## src/rtl/alu_seq.sv

```systemverilog
// alu_seq: registered WIDTH-bit ALU with NZCV flags, operands sampled on aluStart, one-cycle aluDone.
// Define ALU_SEQ_MUL_EN to build the multi-cycle shift-add multiplier behind opcode 1101.
module alu_seq #(
  parameter int WIDTH = 16
) (
  input  logic             clk,
  input  logic             reset,
  input  logic [WIDTH-1:0] aluAIn,
  input  logic [WIDTH-1:0] aluBIn,
  input  logic [3:0]       aluCtl,
  input  logic             aluStart,
  output logic [WIDTH-1:0] aluOut,
  output logic [3:0]       condFlag,
  output logic             aluBusy,
  output logic             aluDone
);

  localparam int SW = $clog2(WIDTH);

  localparam logic [3:0] OP_MOVA = 4'b0000;
  localparam logic [3:0] OP_MOVB = 4'b0001;
  localparam logic [3:0] OP_AND  = 4'b0010;
  localparam logic [3:0] OP_OR   = 4'b0011;
  localparam logic [3:0] OP_XOR  = 4'b0100;
  localparam logic [3:0] OP_NOTA = 4'b0101;
  localparam logic [3:0] OP_ADD  = 4'b0110;
  localparam logic [3:0] OP_SUB  = 4'b0111;
  localparam logic [3:0] OP_ADC  = 4'b1000;
  localparam logic [3:0] OP_SBC  = 4'b1001;
  localparam logic [3:0] OP_SHL  = 4'b1010;
  localparam logic [3:0] OP_SHR  = 4'b1011;
  localparam logic [3:0] OP_SAR  = 4'b1100;
  localparam logic [3:0] OP_MUL  = 4'b1101;
  localparam logic [3:0] OP_CMP  = 4'b1110;

  logic             acceptS;
  logic             mulStartS;
  logic             mulLastS;
  logic             nextBusyS;
  logic [WIDTH-1:0] prodLoS;
  logic [WIDTH-1:0] prodHiS;

  logic [SW-1:0]    amtS;
  logic             addCinS;
  logic             subCinS;
  logic [WIDTH:0]   sumS;
  logic [WIDTH:0]   diffS;
  logic [WIDTH:0]   shlS;
  logic [WIDTH:0]   shrS;
  logic [WIDTH:0]   sarS;
  logic             addVS;
  logic             subVS;
  logic [WIDTH-1:0] resS;
  logic             carryS;
  logic             ovfS;
  logic             writeOutS;
  logic [3:0]       flagS;

  assign acceptS = aluStart && !aluBusy;
  assign amtS    = aluBIn[SW-1:0];

  // Carry-in for ADC/SBC comes from the previous operation's registered C flag.
  assign addCinS = (aluCtl == OP_ADC) && condFlag[1];
  assign subCinS = (aluCtl == OP_SBC) && condFlag[1];
  assign sumS    = {1'b0, aluAIn} + {1'b0, aluBIn} + {{WIDTH{1'b0}}, addCinS};
  assign diffS   = {1'b0, aluAIn} - {1'b0, aluBIn} - {{WIDTH{1'b0}}, subCinS};
  assign addVS   = (aluAIn[WIDTH-1] == aluBIn[WIDTH-1]) && (sumS[WIDTH-1] != aluAIn[WIDTH-1]);
  assign subVS   = (aluAIn[WIDTH-1] != aluBIn[WIDTH-1]) && (diffS[WIDTH-1] != aluAIn[WIDTH-1]);

  // Shifts carry one guard bit so the last bit shifted out lands in a fixed position.
  assign shlS = {1'b0, aluAIn} << amtS;
  assign shrS = {aluAIn, 1'b0} >> amtS;
  assign sarS = $signed({aluAIn, 1'b0}) >>> amtS;

  // Single-cycle result and flag selection by opcode.
  always_comb begin
    resS      = aluAIn;
    carryS    = 1'b0;
    ovfS      = 1'b0;
    writeOutS = 1'b1;
    case (aluCtl)
      OP_MOVA: resS = aluAIn;
      OP_MOVB: resS = aluBIn;
      OP_AND:  resS = aluAIn & aluBIn;
      OP_OR:   resS = aluAIn | aluBIn;
      OP_XOR:  resS = aluAIn ^ aluBIn;
      OP_NOTA: resS = ~aluAIn;
      OP_ADD, OP_ADC: begin
        resS   = sumS[WIDTH-1:0];
        carryS = sumS[WIDTH];
        ovfS   = addVS;
      end
      OP_SUB, OP_SBC, OP_CMP: begin
        resS      = diffS[WIDTH-1:0];
        carryS    = diffS[WIDTH];
        ovfS      = subVS;
        writeOutS = (aluCtl != OP_CMP);
      end
      OP_SHL: begin
        resS   = shlS[WIDTH-1:0];
        carryS = shlS[WIDTH];
      end
      OP_SHR: begin
        resS   = shrS[WIDTH:1];
        carryS = shrS[0];
      end
      OP_SAR: begin
        resS   = sarS[WIDTH:1];
        carryS = sarS[0];
      end
      default: resS = aluAIn;
    endcase
    flagS = {resS[WIDTH-1], (resS == {WIDTH{1'b0}}), carryS, ovfS};
  end

`ifdef ALU_SEQ_MUL_EN
  typedef enum logic {ST_IDLE = 1'b0, ST_MUL = 1'b1} stateT;

  stateT            stateR;
  stateT            nextStateS;
  logic [WIDTH-1:0] mcandR;
  logic [WIDTH-1:0] mplrR;
  logic [WIDTH-1:0] accR;
  logic [SW-1:0]    cntR;
  logic [WIDTH:0]   stepSumS;

  // {accR, mplrR} forms the double-width product; each step adds and shifts right once.
  assign mulStartS = acceptS && (aluCtl == OP_MUL);
  assign stepSumS  = {1'b0, accR} + (mplrR[0] ? {1'b0, mcandR} : {(WIDTH+1){1'b0}});
  assign prodHiS   = stepSumS[WIDTH:1];
  assign prodLoS   = {stepSumS[0], mplrR[WIDTH-1:1]};
  assign mulLastS  = (stateR == ST_MUL) && (cntR == SW'(WIDTH-1));
  assign nextBusyS = (nextStateS == ST_MUL);

  // FSM state register.
  always_ff @(posedge clk) begin
    if (reset) stateR <= ST_IDLE;
    else       stateR <= nextStateS;
  end

  // FSM next-state logic.
  always_comb begin
    nextStateS = stateR;
    case (stateR)
      ST_IDLE: begin
        if (mulStartS) nextStateS = ST_MUL;
        else           nextStateS = ST_IDLE;
      end
      ST_MUL: begin
        if (mulLastS) nextStateS = ST_IDLE;
        else          nextStateS = ST_MUL;
      end
      default: nextStateS = ST_IDLE;
    endcase
  end

  // Multiplier operand capture and shift-add iteration.
  always_ff @(posedge clk) begin
    if (reset) begin
      mcandR <= {WIDTH{1'b0}};
      mplrR  <= {WIDTH{1'b0}};
      accR   <= {WIDTH{1'b0}};
      cntR   <= {SW{1'b0}};
    end else if (mulStartS) begin
      mcandR <= aluAIn;
      mplrR  <= aluBIn;
      accR   <= {WIDTH{1'b0}};
      cntR   <= {SW{1'b0}};
    end else if (stateR == ST_MUL) begin
      accR   <= prodHiS;
      mplrR  <= prodLoS;
      cntR   <= cntR + SW'(1);
    end
  end
`else
  assign mulStartS = 1'b0;
  assign mulLastS  = 1'b0;
  assign nextBusyS = 1'b0;
  assign prodLoS   = {WIDTH{1'b0}};
  assign prodHiS   = {WIDTH{1'b0}};
`endif

  // Result, flag, busy and done registers.
  always_ff @(posedge clk) begin
    if (reset) begin
      aluOut   <= {WIDTH{1'b0}};
      condFlag <= 4'b0000;
      aluBusy  <= 1'b0;
      aluDone  <= 1'b0;
    end else begin
      aluBusy <= nextBusyS;
      aluDone <= 1'b0;
      if (mulLastS) begin
        aluOut   <= prodLoS;
        condFlag <= {prodLoS[WIDTH-1], (prodLoS == {WIDTH{1'b0}}), (|prodHiS), 1'b0};
        aluDone  <= 1'b1;
      end else if (acceptS && !mulStartS) begin
        if (writeOutS) aluOut <= resS;
        condFlag <= flagS;
        aluDone  <= 1'b1;
      end
    end
  end

endmodule
```

## config.mk

```make
export PLATFORM = sky130hd
export DESIGN_NAME = alu_seq
export DESIGN_NICKNAME = d
export VERILOG_FILES = /design/src/rtl/alu_seq.sv
export SDC_FILE = /design/constraint.sdc
export NUM_CORES = 1
export LEC_CHECK = 0
export CAP_MARGIN = 10
export CELL_PAD_IN_SITES_DETAIL_PLACEMENT = 0
export CELL_PAD_IN_SITES_GLOBAL_PLACEMENT = 1
export CORE_MARGIN = 1.5
export CORE_UTILIZATION = 25
export DETAILED_ROUTE_END_ITERATION = 7
export GPL_ROUTABILITY_DRIVEN = 0
export PLACE_DENSITY = 0.54
export SKIP_LAST_GASP = 1
export SYNTH_ARGS = -nofsm -noshare
export SYNTH_HDL_FRONTEND = slang
export SYNTH_SLANG_ARGS = --single-unit
export TNS_END_PERCENT = 20
```

## constraint.sdc

```tcl
create_clock -name clk -period 12.8 [get_ports clk]
set_clock_uncertainty 0.05 [all_clocks]
set_input_delay 1.92 -clock clk [delete_from_list [all_inputs] [get_ports clk]]
set_output_delay 1.92 -clock clk [all_outputs]
set_load 0.02 [all_outputs]
```

=== Yosys cells after proc, flatten, opt, wreduce, memory -nomap -nowiden ===
Index checks and enable logic that the tools add are counted.

* Word-level logic and storage cells: 45
* Input bits: 39
* Output and inout port bits: 22
* Flip-flop bits (word level): 21

* Shifts and indexed selects: 3
* Bitwise operators: 4
* Multiplexer cells: 5
* Reductions and logical operators: 8
* Eq/ne operators: 18
* Add/subtract/negate cells: 4

{| class="wikitable"
|+ Operators with widths
! cell !! count
|-
| 16-bit case mux with 10 select lines || 1
|-
| 4-bit == test (second input constant) || 6
|-
| 16-bit by 16-bit adder with 17-bit output || 1
|-
| 17-bit by 1-bit adder with 17-bit output || 1
|-
| 16-bit by 4-bit left shift with 17-bit output || 1
|-
| 17-bit by 4-bit right shift with 17-bit output || 1
|-
| 17-bit by 4-bit >>> shifter with 17-bit output || 1
|-
| 16-bit by 16-bit subtractor with 17-bit output || 1
|-
| 17-bit by 1-bit subtractor with 17-bit output || 1
|-
| 16-bit AND || 1
|-
| 4-bit by 3-bit == test with 1-bit output (second input constant) || 4
|-
| 16-bit zero test || 1
|-
| 16-bit NOT || 1
|-
| 16-bit OR || 1
|-
| 16-bit XOR || 1
|-
| 4-bit by 2-bit == test with 1-bit output (second input constant) || 2
|-
| 1-bit case mux with 5 select lines || 1
|-
| 4-bit by 1-bit == test with 1-bit output (second input constant) || 1
|-
| 1-bit logical AND || 4
|-
| 4-bit != test (second input constant) || 1
|-
| 1-bit != test || 3
|-
| 3-bit OR reduction || 1
|-
| 1-bit 2-to-1 mux || 2
|-
| 1-bit case mux with 2 select lines || 1
|-
| 3 further kinds || 3
|}

=== Longest topological paths before layout ===
Gate-level depths: netlist of the first run.

* Depth in word-level cells: 6
* Gate-level depth with buffers: 18
* Depth with buffers taken out: 15

=== Least setup slack after synthesis of the first run ===
Ideal clock, no wire load.

* Kind: input -> register
* Start point: input aluCtl[3]
* End point: register condFlag[2]
* Required time: 12681 ps
* Setup time: 69 ps
* Path buffers: 4
* Stages: 16
* Setup slack: 7242 ps
* Arrival: 5439 ps
* Path through: clkbuf_1 -> clkbuf_1 -> buf_2 -> clkbuf_1 -> nand4_1 -> fa_1 -> fa_1 -> nor2b_1 -> o31ai_1 -> a211oi_1 -> o21ai_0 -> a21oi_1 -> o31a_1 -> a41oi_1 -> or2_2 -> o21ai_1

* Word-level cells in the longest chain between the ends: 5
* Elaborated cells on any way between the ends: 21
* Those cells by class: 2 x add/sub; 13 x eq/ne; 1 x mux; 5 x reduce/logical

{| class="wikitable"
|+ Ends and longest elaborated chain
! what !! RTL line !! source
|-
| start, declared || 10 || <nowiki>input logic [3:0] aluCtl,</nowiki>
|-
| 4-bit == test, on equally long branches || 64, 81, 63 ||
|-
| 1-bit logical AND, on equally long branches || 64, 63 ||
|-
| 17-bit by 1-bit subtractor with 17-bit output or 17-bit by 1-bit adder with 17-bit output (tied branches) || 66, 65 ||
|-
| 16-bit case mux with 10 select lines * || 81 || <nowiki>case (aluCtl)</nowiki>
|-
| 16-bit zero test * || 113 || <nowiki>flagS = {resS[WIDTH-1], (resS == {WIDTH{1'b0}}), carryS, ovfS};</nowiki>
|-
| end signal, assigned || 195 || <nowiki>condFlag <= {prodLoS[WIDTH-1], (prodLoS == {WIDTH{1'b0}}), (|prodHiS), 1'b0};</nowiki>
|-
| end signal, assigned || 199 || <nowiki>condFlag <= flagS;</nowiki>
|-
| end, declared || 13 || <nowiki>output logic [3:0] condFlag,</nowiki>
|}

Mark *: on every way between the ends. The rest lies on a longest branch, timed or not.
A chain may end at the register's enable or synchronous reset.

=== Final worst setup path of the first run ===
* Start point: input aluCtl[0]
* End point: register condFlag[2]

Same word-level chain as after synthesis.

==> out/qor.yml, run 1 <==
worst_hold_path:
  holdPathStages: 2
  hold_path.class: "register to register"
  hold_end: "aluOut[7]$_SDFFE_PP0P_"
  hold_start: "aluOut[7]$_SDFFE_PP0P_"
final_layout:
  drive_gt1_share_pct: 7.309
  nets: 969
  antenna_cells: 0
  fin_area_mm2: 0.006943
  area_growth_pct: 15.12
synthesis:
  synth-edff-count: 0
  synth-simple-area-share_pct: 23.51
  synth_flop_cell: "dfxtp_1"
  syn_area_per_cell_um2: 7.137
  synthArstFlopShare_pct: 0
  synth_xor_xnor_area_share_pct: 2.033
  synth_compound_area_share_pct: 31.47
  synth_mux_area_share_pct: 13.09
  synth.distinct_cells: 85
  synth_top_family_by_area: "compound AO/OA/AOI/OAI gates"
  synth_warnings: 0
  syn_nets: 951
  ys_ff_latch: 21
  ys_seq_area_share_pct: 6.971
  syn_inst: 845
  syn_area_mm2: 0.006031
  synthAdderAreaFrac_pct: 14.40
timing:
  setup_ws_ns: 6.764
  relSlewSlack_pct: 14.62
  hold_violations: 0
  setup_tns_ns: 0
  drv_slew: 0
  fin_crit_sh_pct: 47.15
  grt_setup_unrepaired: "no"
  holdWs_ns: 0.4054
  fin_crit_ns: 6.036
  max_freq_mhz: 165.7
  setup_violations: 0
  tightest_slew_ns: 1.276
floorplanning:
  rows: 56
  coreArea_mm2: 0.02354
  dieHeight_um: 158.3
  die_area_mm2: 0.02506
  die_x_um: 158.3
  boundaryPins: 61
  start_util_pct: 25.62
setup_path:
  end_kind: "register"
  cp.required_ns: 12.94
  critical_path_class: "input pin to register"
  cp_data_arrival_time_ns: 6.18
  rr_endpoint: "condFlag[2]$_SDFFE_PP0P_"
  timing.rr.start: "condFlag[1]$_SDFFE_PP0P_"
  start_kind: "input pin"
  r2r_cells: 13
  cp_max_fo: 44
  r2r_slack_ns: 8.86
power:
  p_int_w: 0.0002351
  p_leak_nw: 2.697
  power.density_mw_per_mm2: 65.88
  sequentialPowerShare_pct: 16.2
  ir_drop_mv: 0.03876
  swShare_pct: 48.61
  power_switching_w: 0.0002223
  pwr-share-clk_pct: 14.4
  pwr-share-comb_pct: 69.4
place:
  place_hpwl_um: 21260
  portBuffers: 59
  dp_slack_ns: 6.573
  detailed_place.area_mm2: 0.006864
grt:
  use_met3_pct: 3.674
  use_met2_pct: 34.31
  grt_pass1_vias: 6495
  grt_use_total_pct: 22.05
  grt_max_degree: 51
  top_usage_layer: "met2"
  grt_overflow: 0
  grt_pass1_wl_um: 41320
  antenna_found_initial: 0
  grt_util_met1_pct: 31.24
clock_tree:
  path_clk_slew_ns: 0.06
  clock_path_buffers: 2
  cts_resized: 0
  clkLatencyLatePin_ns: 0.25
  clkSinkCount: 21
  tritoncts: "yes"
  postCtsSetupBuffers: 0
  hold_buffers: 0
  clock-root-buffer: "clkbuf_16"
  numCtsBuffers: 3
  h-tree-depth: 1
route:
  vias_per_cell: 5.743
  ant_nets: 0
  drt_iter0_markers: 615
  vias: 6782
  drt_first_pass_iters: 6
  routedWlPerCell_um: 23.29
  drcViolationCount: 0
  wl_um: 27500
outcome:
  outcome: "completed"
job:
  max-cap-violations: 0
[per-stage QoR]
step | util [%] | total power (W) | instances
after floorplan | - | 0.0002801 | 845
after global placement | 29.16 | 0.0003930 | 1177
after detailed placement | 29.16 | 0.0003878 | 1177
after CTS | 29.49 | 0.0004556 | 1181
after global routing | 29.49 | 0.0004892 | 1181
final | 29.49 | 0.0004574 | 1181
[cells in the final DEF, fill, tap and decap left out, types with 10 or more instances in the layout]
cell type,synthesis,layout
clkdlybuf4s50_1,0,57
mux4_2,16,16
nand2_1,89,89
inv_1,53,53
a31oi_1,13,13
o211ai_1,10,10
mux2i_1,29,29
nor2b_1,22,22
dfxtp_1,21,21
a21oi_1,63,63
nand2b_1,15,15
a211oi_1,21,21
nand3_1,15,15
buf_4,2,21
o21ai_0,47,47
ha_1,63,63
nor3_1,19,19
nor2_1,75,75
o22ai_1,11,11
a21o_1,10,10
[flip-flops by register name, summed over array words and instances (netlist names)]
name and flops:
aluOut 16, condFlag 4, aluDone 1
[worst max-delay path, cell delays in order]
cell             delay (ns)
clkdlybuf4s50_1        0.46
buf_4                  0.42
nand4_1                0.18
fa_1                   0.46
fa_1                   0.43
o21ai_0                0.40
a22oi_1                0.18
a21o_1                 0.21
a21oi_1                0.16
xor2_1                 0.24
o221ai_1               0.19
o21a_1                 0.19
nor4_1                 0.41
nand4_1                0.15
o21ai_1                0.14
[synthesized netlist by cell type (all sizes together) (4+ instances only)]
cell type | count | area (um2)
nand2 | 89 | 334.1
mux2 | 5 | 60.05
a211oi | 21 | 157.7
mux4 | 19 | 439.2
o21ai | 53 | 265.3
a22oi | 8 | 60.06
nor2 | 75 | 281.5
o2111ai | 4 | 35.03
or2 | 5 | 31.28
o22ai | 11 | 68.82
nor3 | 20 | 105.1
o21a | 8 | 60.06
buf | 27 | 150.1
nor4 | 4 | 25.02
nand3 | 15 | 75.07
o211ai | 10 | 75.07
o22a | 4 | 35.03
ha | 63 | 788.3
xor2 | 5 | 43.79
inv | 54 | 202.7
a221oi | 5 | 50.04
and3 | 4 | 25.02
fa | 4 | 80.08
nand3b | 9 | 67.56
o311ai | 5 | 51.31
o221ai | 6 | 52.55
mux2i | 29 | 290.3
o32ai | 4 | 35.03
a41oi | 5 | 43.79
nor2b | 22 | 137.6
xnor2 | 9 | 78.83
clkbuf | 40 | 153.9
dfxtp | 21 | 420.4
o32a | 4 | 40.04
a21o | 10 | 75.07
a31oi | 13 | 81.33
a21oi | 64 | 331.6
nand2b | 15 | 93.84
nor3b | 5 | 37.54
nand4 | 9 | 56.30
or3 | 4 | 25.02
a22o | 4 | 35.03
[per-layer routing]
metal	routed length [um]	part of all wire (%)	vias up
met5	0	0	-
met4	770	2.8	0
met3	1825	6.6	33
met2	12180	44	253
met1	12730	46	3312
li1	-	-	3184
[worst max-delay path by stage]
| stage | startpoint | slack, ns | end | cells after the start |
|---|---|---|---|---|
| 2_1_floorplan | aluCtl[3] | 7.24 | condFlag[2]$_SDFFE_PP0P_ | 16 |
| 3_3_place_gp | aluCtl[3] | 6.55 | condFlag[2]$_SDFFE_PP0P_ | 15 |
| 3_5_place_dp | aluCtl[3] | 6.57 | condFlag[2]$_SDFFE_PP0P_ | 15 |
| 4_1_cts | aluCtl[3] | 6.82 | condFlag[2]$_SDFFE_PP0P_ | 15 |
| 5_1_grt | aluBIn[0] | 6.52 | condFlag[2]$_SDFFE_PP0P_ | 15 |
| 6_report | aluCtl[0] | 6.76 | condFlag[2]$_SDFFE_PP0P_ | 15 |
[cells by family after synthesis]
kind of cell | after synthesis
xor+xnor | 14
compound gates | 277
simple gates | 290
mux | 53
buf+inv | 122
fa+ha+maj | 67
other cells | 1
flops | 21
[power by group through the flow]
stage                     Sequential, W  Combinational [W]  Clock [W]
final                         0.0000741           0.000317  0.0000658
after global routing          0.0000750           0.000343  0.0000707
after CTS                     0.0000744           0.000314  0.0000674
after detailed placement      0.0000757           0.000312          0
after global placement        0.0000757           0.000317          0
after floorplan               0.0000821           0.000198          0
[area by class of cell]
class | count | area (um2)
Inverter | 55 | 206.4
Sequential cell | 21 | 420.4
Fill cell | 2629 | 16600
Tap cell | 319 | 399.1
Timing Repair Buffer | 80 | 738.2
Clock buffer | 4 | 78.83
Multi-Input combinational cell | 702 | 5100
Power figures use the tool's default switching activity.
==> run 2: changes to the inputs <==
- clock period: 12.8 -> 6.3 ns (I/O delays scaled with it)
==> run 2 against run 1 <==
  * Worst setup slack worse by 5.3 ns
  * Critical path type unchanged
  * Core utilization grew 0.41 points
  * Final cell count rose by 1.1%
  * Global-route usage grew 0.90 points
  * Sequential share of layout area shrank 0.084 points
  * Via count rose by 2.4%
==> out/qor.yml, run 2 (synthesis gave the netlist of run 1 again) <==
timing:
  max_freq_mhz: 205.8
  hold_violations: 0  # unchanged
  setup_ws_ns: 1.442  # -5.323 ns
  relSlewSlack_pct: 28.59  # +14 points
  grt_setup_unrepaired: "no"
  tightest_slew_ns: 1.067  # -0.2089 ns
  setup_violations: 0  # unchanged
  fin_crit_ns: 4.858
  setup_tns_ns: 0  # unchanged
  drv_slew: 0  # unchanged
  fin_crit_sh_pct: 77.11
final_layout:
  largest_register: "aluOut"
  final_cell_mix: "89 x nand2_1, 75 x nor2_1, 63 x a21oi_1, 63 x ha_1, 57 x clkdlybuf4s50_1"
  nets: 982  # +1.3%
  final_common_cell: "nand2_1"
  largest_reg_flops: 16  # unchanged
  drive_gt1_share_pct: 8.686  # +1.4 points
  antenna_cells: 0  # unchanged
  largestRegisters: "aluOut x16, condFlag x4, aluDone x1"
  area_growth_pct: 16.74
clock_tree:
  clock-root-buffer: "clkbuf_16"
  numCtsBuffers: 3  # unchanged
  clkSinkCount: 21  # unchanged
  clock_path_buffers: 2  # unchanged
  postCtsSetupBuffers: 0  # unchanged
  hold_buffers: 0  # unchanged
  cts_resized: 0  # unchanged
  tritoncts: "yes"
  clkLatencyLatePin_ns: 0.25  # about the same
  path_clk_slew_ns: 0.06  # about the same
  h-tree-depth: 1  # unchanged
route:
  routedWlPerCell_um: 24.05  # +3.3%
  wl_um: 28710  # +4.4%
  drt_first_pass_iters: 6  # unchanged
  drcViolationCount: 0  # unchanged
  drt_iter0_markers: 719  # +17%
  vias: 6946  # +2.4%
  ant_nets: 0  # unchanged
  vias_per_cell: 5.817  # +1.3%
place:
  portBuffers: 59  # unchanged
  place_hpwl_um: 21780  # +2.4%
  dp_slack_ns: 1.226  # -5.348 ns
floorplanning:
  start_util_pct: 25.62  # unchanged
  boundaryPins: 61  # unchanged
  coreArea_mm2: 0.02354  # unchanged
  die_x_um: 158.3  # unchanged
  die_area_mm2: 0.02506  # unchanged
  rows: 56  # unchanged
  dieHeight_um: 158.3  # unchanged
grt:
  grt_overflow: 0  # unchanged
  grt_max_degree: 51  # unchanged
  grt_pass1_wl_um: 42750  # +3.4%
  grt_pass1_vias: 6545  # +0.77%
  grt_use_total_pct: 22.95  # +0.90 points
  antenna_found_initial: 1  # +1
power:
  pwr-share-comb_pct: 69.7  # +0.3 points
  ir_drop_mv: 0.07540  # +95%
  total_power_w: 0.0009344  # +100%
  p_leak_nw: 2.761  # +2.4%
  p_int_w: 0.0004825  # +110%
  pwr-share-clk_pct: 14.1  # -0.3 points
  swShare_pct: 48.36  # -0.24 points
  sequentialPowerShare_pct: 16.1  # about the same
  power_switching_w: 0.0004519  # +100%
  power.density_mw_per_mm2: 132.7  # +100%
setup_path:
  cp_max_fo: 10  # -77%
  critical_path_class: "input pin to register"
  end_kind: "register"
  slowest_stage: "clkdlybuf4s50_1"
  critPathTopFamily: "compound AO/OA/AOI/OAI gates"
  crit_path_cell_trace: "clkdlybuf4s50_1, inv_1, ha_1, ha_1, o21ai_0, a221oi_1, nor3_1, a21oi_1, a31oi_1, mux2i_1, nand2_1, a41oi_1, or2_2, o21ai_1"
  cp_data_arrival_time_ns: 4.99  # -1.19 ns
  cp.required_ns: 6.44  # -6.50 ns
  start_kind: "input pin"
  crit_path_max_incr_delay_ns: 0.87  # +0.41 ns
  critPathBufInv: 2  # unchanged
  cp_common_cell: "ha_1"
worst_hold_path:
  hold_path.class: "register to register"
outcome:
  outcome: "completed"
job:
  max-cap-violations: 0  # unchanged
## run 2: routing by layer
metal	share of wire [%]	GRT usage [%]
met4	3.8	7.343
met2	45	36.62
met3	7.4	3.266
met1	44	31.71
met5	0.045	0
## run 2: per-stage QoR
step           hold WS, ns  std cells  utilization [%]  area (um2)
6_report            0.4059       1194            29.91        7041
5_1_grt             0.4320       1194            29.91        7041
4_1_cts             0.4074       1194            29.91        7041
3_5_place_dp        0.3995       1190            29.57        6962
3_3_place_gp        0.3992       1190            29.57        6962
2_1_floorplan       0.4717        845                -        6031
## run 2: area by class of cell
cell class              instances  area [um2]
repair buffers                 93       835.8
inverters                      55       206.4
well taps                     319       399.1
clock buffers                   4       78.83
flip-flops and latches         21       420.4
multi-input cells             702        5100
fillers                      2682       16500
## run 2: worst paths after layout
kind | startpoint | end | slack [ns] | depth (start not counted)
worst min register to register | aluOut[6]$_SDFFE_PP0P_ | aluOut[6]$_SDFFE_PP0P_ | 0.41 | 2
worst max register to register | condFlag[1]$_SDFFE_PP0P_ | condFlag[2]$_SDFFE_PP0P_ | 2.43 | 13
worst max-delay path | aluAIn[3] | condFlag[2]$_SDFFE_PP0P_ | 1.44 | 14
worst min-delay path | aluOut[6]$_SDFFE_PP0P_ | aluOut[6]$_SDFFE_PP0P_ | 0.41 | 2
## run 2: worst register-to-register path, stage by stage (launching register included)
cell and delay (ns):
dfxtp_1 0.52, nand4_1 0.17, fa_1 0.43, fa_1 0.44, nor2b_1 0.23, o31ai_1 0.18
a211oi_1 0.43, o21ai_0 0.22, a21oi_1 0.36, nand4b_1 0.14, o31a_1 0.12, a41oi_1 0.26
or2_2 0.17, o21ai_1 0.05
## run 2: power groups by stage
stage	clock network (W)	registers (W)	logic, W
4_1_cts	0.000137	0.000151	0.000641
3_5_place_dp	0	0.000154	0.000638
5_1_grt	0.000144	0.000152	0.000700
2_1_floorplan	0	0.000167	0.000402
3_3_place_gp	0	0.000154	0.000647
6_report	0.000132	0.000151	0.000652
==> run 3: changes to the inputs <==
- PLACE_DENSITY: 0.54 -> 0.56
- clock period: 6.3 -> 4.3 ns (I/O delays scaled with it)
==> run 3 against run 2 <==
  * Critical path depth rose by 3
  * Die area did not move
  * Global-route usage rose by 0.88 points
  * Clock power rose by 50%
  * Critical path type unchanged
  * Highest routed layer is now met4
==> out/qor.yml, run 3 (synthesis gave the netlist of run 1 again) <==
power:
  pwr-share-comb_pct: 71.6  # +1.9 points
  p_int_w: 0.0007879  # +63%
  ir_drop_mv: 0.1403  # +86%
  swShare_pct: 46.50  # -1.9 points
  sequentialPowerShare_pct: 15.0  # -1.1 points
  power.density_mw_per_mm2: 192.5  # +45%
  p_leak_nw: 3.130  # +13%
  power_switching_w: 0.0006849  # +52%
  pwr-share-clk_pct: 13.4  # -0.7 points
floorplanning:
  start_util_pct: 25.62  # unchanged
  dieHeight_um: 158.3  # unchanged
  die_x_um: 158.3  # unchanged
  boundaryPins: 61  # unchanged
  die_area_mm2: 0.02506  # unchanged
  rows: 56  # unchanged
  coreArea_mm2: 0.02354  # unchanged
timing:
  setup_violations: 0  # unchanged
  hold_violations: 0  # unchanged
  fin_crit_ns: 4.045
  max_freq_mhz: 247.2
  tightest_slew_ns: 0.6824  # -0.3848 ns
  relSlewSlack_pct: 54.41  # +26 points
  holdWs_ns: 0.4044  # -0.001419 ns
  grt_setup_unrepaired: "yes"
  drv_slew: 0  # unchanged
  fin_crit_sh_pct: 94.06
setup_path:
  critical_path_class: "input pin to register"
  slowest_stage: "fa_2"
  r2r_cells: 15  # +2
  cp.required_ns: 4.43  # -2.01 ns
  crit_path_max_incr_delay_ns: 0.63  # -0.24 ns
  cp_max_fo: 3  # -7
  crit_path_cell_trace: "clkdlybuf4s50_1, nor2_2, nand4_1, fa_2, inv_1, ha_1, o211ai_1, nand4_1, nand2_1, buf_4, o211ai_1, mux2i_1, a211oi_1, a31oi_1, buf_4, nand2_1, a21oi_1"
  end_kind: "register"
  start_kind: "input pin"
  cp_data_arrival_time_ns: 4.17  # -0.82 ns
grt:
  antenna_found_initial: 0  # -1
  grt_pass1_vias: 6971  # +6.5%
  grt_pass1_wl_um: 44460  # +4.0%
  grt_overflow: 0  # unchanged
  grt_use_total_pct: 23.83  # +0.88 points
  grt_max_degree: 50  # -2.0%
clock_tree:
  hold_buffers: 0  # unchanged
  clkLatencyLatePin_ns: 0.25  # about the same
  h-tree-depth: 1  # unchanged
  numCtsBuffers: 3  # unchanged
  clock_path_buffers: 2  # unchanged
  path_clk_slew_ns: 0.06  # about the same
  clock-root-buffer: "clkbuf_16"
  clkSinkCount: 21  # unchanged
  tritoncts: "yes"
final_layout:
  final_cell_mix: "108 x buf_4, 89 x nand2_1, 74 x nor2_1"
  largestRegisters: "aluOut x16, condFlag x4, aluDone x1"
  nets: 1057  # +7.6%
  post-route-util_pct: 32.49  # +2.6 points
  antenna_cells: 0  # unchanged
  largest_reg_flops: 16  # unchanged
  largest_register: "aluOut"
  drive_gt1_share_pct: 16.74  # +8.1 points
  final_common_cell: "buf_4"
  area_growth_pct: 26.85
route:
  wl_um: 29670  # +3.3%
  drcViolationCount: 0  # unchanged
  ant_nets: 0  # unchanged
  drt_iter0_markers: 805  # +12%
  vias: 7301  # +5.1%
  routedWlPerCell_um: 23.38  # -2.8%
  vias_per_cell: 5.753  # -1.1%
  drt_first_pass_iters: 6  # unchanged
worst_hold_path:
  hold_path.class: "register to register"
  holdPathStages: 2  # unchanged
outcome:
  outcome: "completed"
job:
  max-cap-violations: 0  # unchanged
place:
  place_hpwl_um: 23110  # +6.1%
  portBuffers: 59  # unchanged
[run 3: changes by cell type in the layout (fill, tap and decap cells not counted), sizes merged]
cell and change:
buf +75
[run 3: cell type report]
cell class | count | area [um2]
Tap cell | 319 | 399.1
Clock buffer | 4 | 78.83
Inverter | 55 | 206.4
Timing Repair Buffer | 168 | 1411
Fill cell | 2603 | 15890
Sequential cell | 21 | 420.4
Multi-Input combinational cell | 702 | 5134
[run 3: through the flow]
stage | cell area [um2] | TNS (ns) | worst slack (ns) | std cells | power (W)
6_report | 7650 | 0 | 0.2555 | 1269 | 0.001473
5_1_grt | 7650 | -0.005978 | -0.005978 | 1269 | 0.001571
4_1_cts | 7616 | 0 | 0.03987 | 1269 | 0.001455
3_5_place_dp | 7537 | -0.8011 | -0.1982 | 1265 | 0.001255
3_3_place_gp | 7537 | -0.4805 | -0.1877 | 1265 | 0.001265
2_1_floorplan | 6031 | 0 | 0.01687 | 845 | 0.0008338
[run 3: final timing paths]
check | start | slack, ns | end
max | aluCtl[2] | 0.26 | aluOut[11]$_SDFFE_PP0P_
min | aluOut[0]$_SDFFE_PP0P_ | 0.40 | aluOut[0]$_SDFFE_PP0P_
max reg2reg | condFlag[1]$_SDFFE_PP0P_ | 0.81 | aluOut[11]$_SDFFE_PP0P_
min reg2reg | aluOut[0]$_SDFFE_PP0P_ | 0.40 | aluOut[0]$_SDFFE_PP0P_
[run 3: power groups by stage]
stage | combinational, W | sequential [W] | clock [W]
2_1_floorplan | 0.000589 | 0.000244 | 0
3_3_place_gp | 0.00104 | 0.000225 | 0
3_5_place_dp | 0.00103 | 0.000225 | 0
4_1_cts | 0.00103 | 0.000221 | 0.000200
5_1_grt | 0.00114 | 0.000223 | 0.000210
6_report | 0.00105 | 0.000221 | 0.000198
[run 3: metal layers]
layer  part of all wire (%)  track usage (%)  up-vias
met1                     42            32.16     3502
met4                    4.0            8.055        0
met5                      0                0        -
li1                       -                -     3352
met2                     46            39.38      374
met3                    8.1            2.559       73
[run 3: critical path: cells and delay by family]
| kind | cells | cell delay (ns) |
|---|---|---|
| compound gates | 5 | 0.98 |
| mux | 1 | 0.18 |
| fa+ha+maj | 2 | 0.81 |
| simple gates | 5 | 0.77 |
| buf+inv | 4 | 0.78 |
[run 3: what timing repair did]
action / CTS / global route
buffers inserted: 0 / 0
setup endpoints to repair: 0 / 7
resized for setup: 0 / 10
endpoints found under the hold margin: 0 / 0
